--- src/rtl/log2_pkg.sv ---
// Shared constants and sizing helper for the log2 block.
package log2_pkg;

   localparam int unsigned SIZE_IN_DEF = 16;

   // Index width for an n-bit word, never narrower than one bit.
   function automatic int unsigned clog2_safe(input int unsigned n);
      int unsigned c;
      c = $clog2(n);
      return (c < 1) ? 1 : c;
   endfunction

endpackage

--- src/rtl/log2_prio_enc.sv ---
// Combinational MSB priority encoder built as a log-depth OR-reduce tree.
module log2_prio_enc
   import log2_pkg::*;
#(
   parameter int unsigned SIZE_IN  = SIZE_IN_DEF,
   parameter int unsigned SIZE_OUT = clog2_safe(SIZE_IN)
) (
   input  logic [SIZE_IN-1:0]  num,
   output logic [SIZE_OUT-1:0] idx,
   output logic                any
);

   localparam int unsigned LVLS = clog2_safe(SIZE_IN);
   localparam int unsigned PW   = 1 << LVLS;

   logic [PW-1:0]   vec;
   logic [LVLS-1:0] raw;

   // Per level: if the upper half of the window has a set bit, take it and shift it down.
   always_comb begin
      vec = PW'(num);
      raw = '0;
      for (int lvl = int'(LVLS) - 1; lvl >= 0; lvl--) begin
         if ((vec >> (1 << lvl)) != '0) begin
            raw[lvl] = 1'b1;
            vec      = vec >> (1 << lvl);
         end
      end
   end

   // Upper index bits stay zero when SIZE_OUT is wider than needed.
   always_comb begin
      idx = SIZE_OUT'(raw);
      any = |num;
   end

endmodule

--- src/rtl/log2.sv ---
// Registered floor(log2(num)) with a zero-input flag; one cycle of latency.
module log2
   import log2_pkg::*;
#(
   parameter int unsigned SIZE_IN  = SIZE_IN_DEF,
   parameter int unsigned SIZE_OUT = clog2_safe(SIZE_IN)
) (
   input  logic                clk,
   input  logic                rst,
   input  logic [SIZE_IN-1:0]  num,
   output logic [SIZE_OUT-1:0] degree,
   output logic                zero
);

   logic [SIZE_OUT-1:0] enc_idx;
   logic                enc_any;

   log2_prio_enc #(
      .SIZE_IN  (SIZE_IN),
      .SIZE_OUT (SIZE_OUT)
   ) u_enc (
      .num (num),
      .idx (enc_idx),
      .any (enc_any)
   );

   // Output register; reset wins over the sampled operand.
   always_ff @(posedge clk) begin
      if (rst) begin
         degree <= '0;
         zero   <= 1'b1;
      end else begin
         degree <= enc_idx;
         zero   <= ~enc_any;
      end
   end

endmodule

--- config.mk ---
export PLATFORM = sky130hd
export DESIGN_NAME = log2
export DESIGN_NICKNAME = d
export VERILOG_FILES = /design/src/rtl/log2_pkg.sv /design/src/rtl/log2_prio_enc.sv /design/src/rtl/log2.sv
export SDC_FILE = /design/constraint.sdc
export NUM_CORES = 1
export LEC_CHECK = 0
export ABC_CLOCK_PERIOD_IN_PS = 1120
export BUFFER_PORTS_ARGS = -buffer_cell sky130_fd_sc_hd__buf_2
export CORE_AREA = 2 2 39 41
export CTS_CLUSTER_DIAMETER = 120
export DETAILED_ROUTE_END_ITERATION = 10
export DIE_AREA = 0 0 41 43
export GPL_ROUTABILITY_DRIVEN = 0
export PLACE_DENSITY_LB_ADDON = 0.12
export SYNTH_ARGS = -nofsm -noshare
export SYNTH_HDL_FRONTEND = slang
export SYNTH_SLANG_ARGS = --single-unit
--- constraint.sdc ---
create_clock -name clk -period 1.12 [get_ports clk]
set_input_delay 0.112 -clock clk [delete_from_list [all_inputs] [get_ports clk]]
set_output_delay 0.112 -clock clk [all_outputs]
set_load 0.02 [all_outputs]
==> results.json <==
{
  "outcome": "finished, final reports clean",
  "cts_tree": "yes",
  "first_pass_iters": 4,
  "synth_top_family_by_area": "compound AO/OA/AOI/OAI gates",
  "relSlewSlack_pct": 80.3,
  "preCtsSetupSlack_ps": -154,
  "top_layer": "met3",
  "syn_area_sq_um": 334,
  "synthTopCellsByCount": "dfxtp_1 (5), nor2_1 (5), inv_1 (3)",
  "die_y_um": 43,
  "ys_ff_latch": 5,
  "layout_setup_ws_ps": 101,
  "initial_utilization_pct": 24.1,
  "min_period_over_period_pct": 91.0,
  "diodes": 0,
  "grt_start_max_net_pins": 8,
  "numCtsBuffers": 3,
  "die-area_sq_um": 1760,
  "power_mw": 0.549,
  "synthAdderAreaFrac_pct": 0,
  "grt_overflow_total": 0,
  "yosysWarnings": 0,
  "synth-edff-count": 0,
  "synthXorXnorAreaFrac_pct": 0,
  "fmax_ghz": 0.981,
  "synth_mux_area_share_pct": 0,
  "dr_wl_met3_um": 62,
  "path_clk_slew_ps": 40,
  "drv_cap": 0,
  "drt-met1-wl_um": 442,
  "syn_to_final_growth_pct": 73.8,
  "criticalPathCategory": "primary input to flip-flop",
  "syn_inst": 35,
  "grt_pass1_wl_mm": 1.79,
  "critPathArrivalTime_ps": 1150,
  "detail_route.drc_violations": 0,
  "min_path_type": "primary input to flip-flop",
  "antenna_left": 0,
  "vias": 447,
  "cellPowerDensity_nw_per_um2": 946,
  "avgSynthCellArea_sq_um": 9.54,
  "post_cts_resized": 0,
  "end_kind": "flip-flop",
  "crit_required_ps": 1250,
  "synth_cell_types": 21,
  "avgRoutedWirePerCell_um": 11.7,
  "tightest_slew_ps": 292,
  "drt_wl_total_mm": 1.03,
  "leakage_nw": 0.283,
  "drv_slew": 0,
  "grt_pass1_vias": 443,
  "setup_tns_ps": 0,
  "clock_path_buffers": 2,
  "whs_ps": 126,
  "hold_buffers": 0,
  "fp.dieW_um": 41,
  "fin_crit_ps": 1020,
  "dr_wl_met2_um": 525,
  "syn-num-nets": 53,
  "synth_compound_area_share_pct": 34.5,
  "netlist.area_leader.share_pct": 30.0,
  "hold_viol_final": 0,
  "track_usage_pct": 15.4,
  "drt-initial-drc-count": 10,
  "setup_viol": 0,
  "nets": 91,
  "cts.root.buffer_cell": "clkbuf_4",
  "crit_path_max_fanout": 3,
  "antenna_found_initial": 0,
  "synth_ff_type": "dfxtp_1",
  "cp-start-kind": "primary input",
  "hpwl_um": 888,
  "synth-simple-area-share_pct": 32.2,
  "peakVddDrop_v": 0.000277,
  "htreeDepth": 1,
  "nFillCells": 146,
  "layout-drive-gt1-share_pct": 56.9,
  "synth_top_cell_by_area": "dfxtp_1",
  "num_io_pins": 23,
  "yosysSeqAreaShare_pct": 30.0,
  "viasPerCell": 5.08,
  "rsz0062_at_grt": "no",
  "core_area_sq_um": 1380,
  "synth_area_leaders": "dfxtp_1 (30%), nor4_4 (13%), nor2_1 (5.6%), a41oi_1 (5.2%), a31oi_1 (3.7%)",
  "numClockSinks": 5,
  "async_reset_ff_share_pct": 0,
  "postCtsSetupBuffers": 0,
  "port_buffers": 22,
  "num_rows": 14
}
## final cells by class
cell class	instances	area [sq um]	share of cell area, %
sequential	5	100	17.2
tap	16	20.0	3.45
clock buffer	4	26.3	4.53
multi-input combinational	27	230	39.7
inverter	3	11.3	1.94
timing repair buffer	33	193	33.2
## registers in the layout (all words and copies together), names as in the netlist
register	count
degree	4
zero	1
## cells in the final DEF (no fill, tap or decap), types with 2 or more instances in the layout
cell type / instances
inv_1: 3
a41oi_1: 2
a31oi_1: 2
nor2_1: 5
a21oi_1: 2
dfxtp_1: 5
nor4_4: 2
buf_4: 11
clkbuf_4: 3
buf_2: 22
## metal layers
layer / GRT usage [%] / vias up
li1: - / 223
met1: 18.5 / 206
met2: 22.8 / 18
met3: 3.14 / 0
met4: 11.3 / 0
met5: 0 / -
## path summary, 6_finish.rpt
path	from	endpoint	slack [ps]	depth (start not counted)
worst max-delay path	num[4]	degree[0]$_SDFF_PP0_	100	5
worst min-delay path	rst	degree[3]$_SDFF_PP0_	130	2
## logic make-up after synthesis
logic type / after synthesis
AOI/OAI and AO/OA: 14
and+or+nand+nor: 13
DFF: 5
buffers and inverters: 3
## critical path, stage by stage
cell	delay (ps)
buf_2	120
nor4_2	330
nand4b_1	140
a31o_1	220
a41o_1	220
## metrics by stage
step | std cells | util, % | cell area (sq um)
finish | 88 | 42.0 | 581
global route | 88 | 42.0 | 581
CTS | 88 | 41.4 | 573
detailed placement | 84 | 39.5 | 547
global placement | 84 | 39.5 | 547
floorplan | 35 | - | 334
## power by group
| group | switching (mW) | internal [mW] |
|---|---|---|
| registers | 0.00231 | 0.191 |
| logic | 0.0812 | 0.0716 |
| clock network | 0.0689 | 0.134 |
Power figures use the tool's default switching activity.
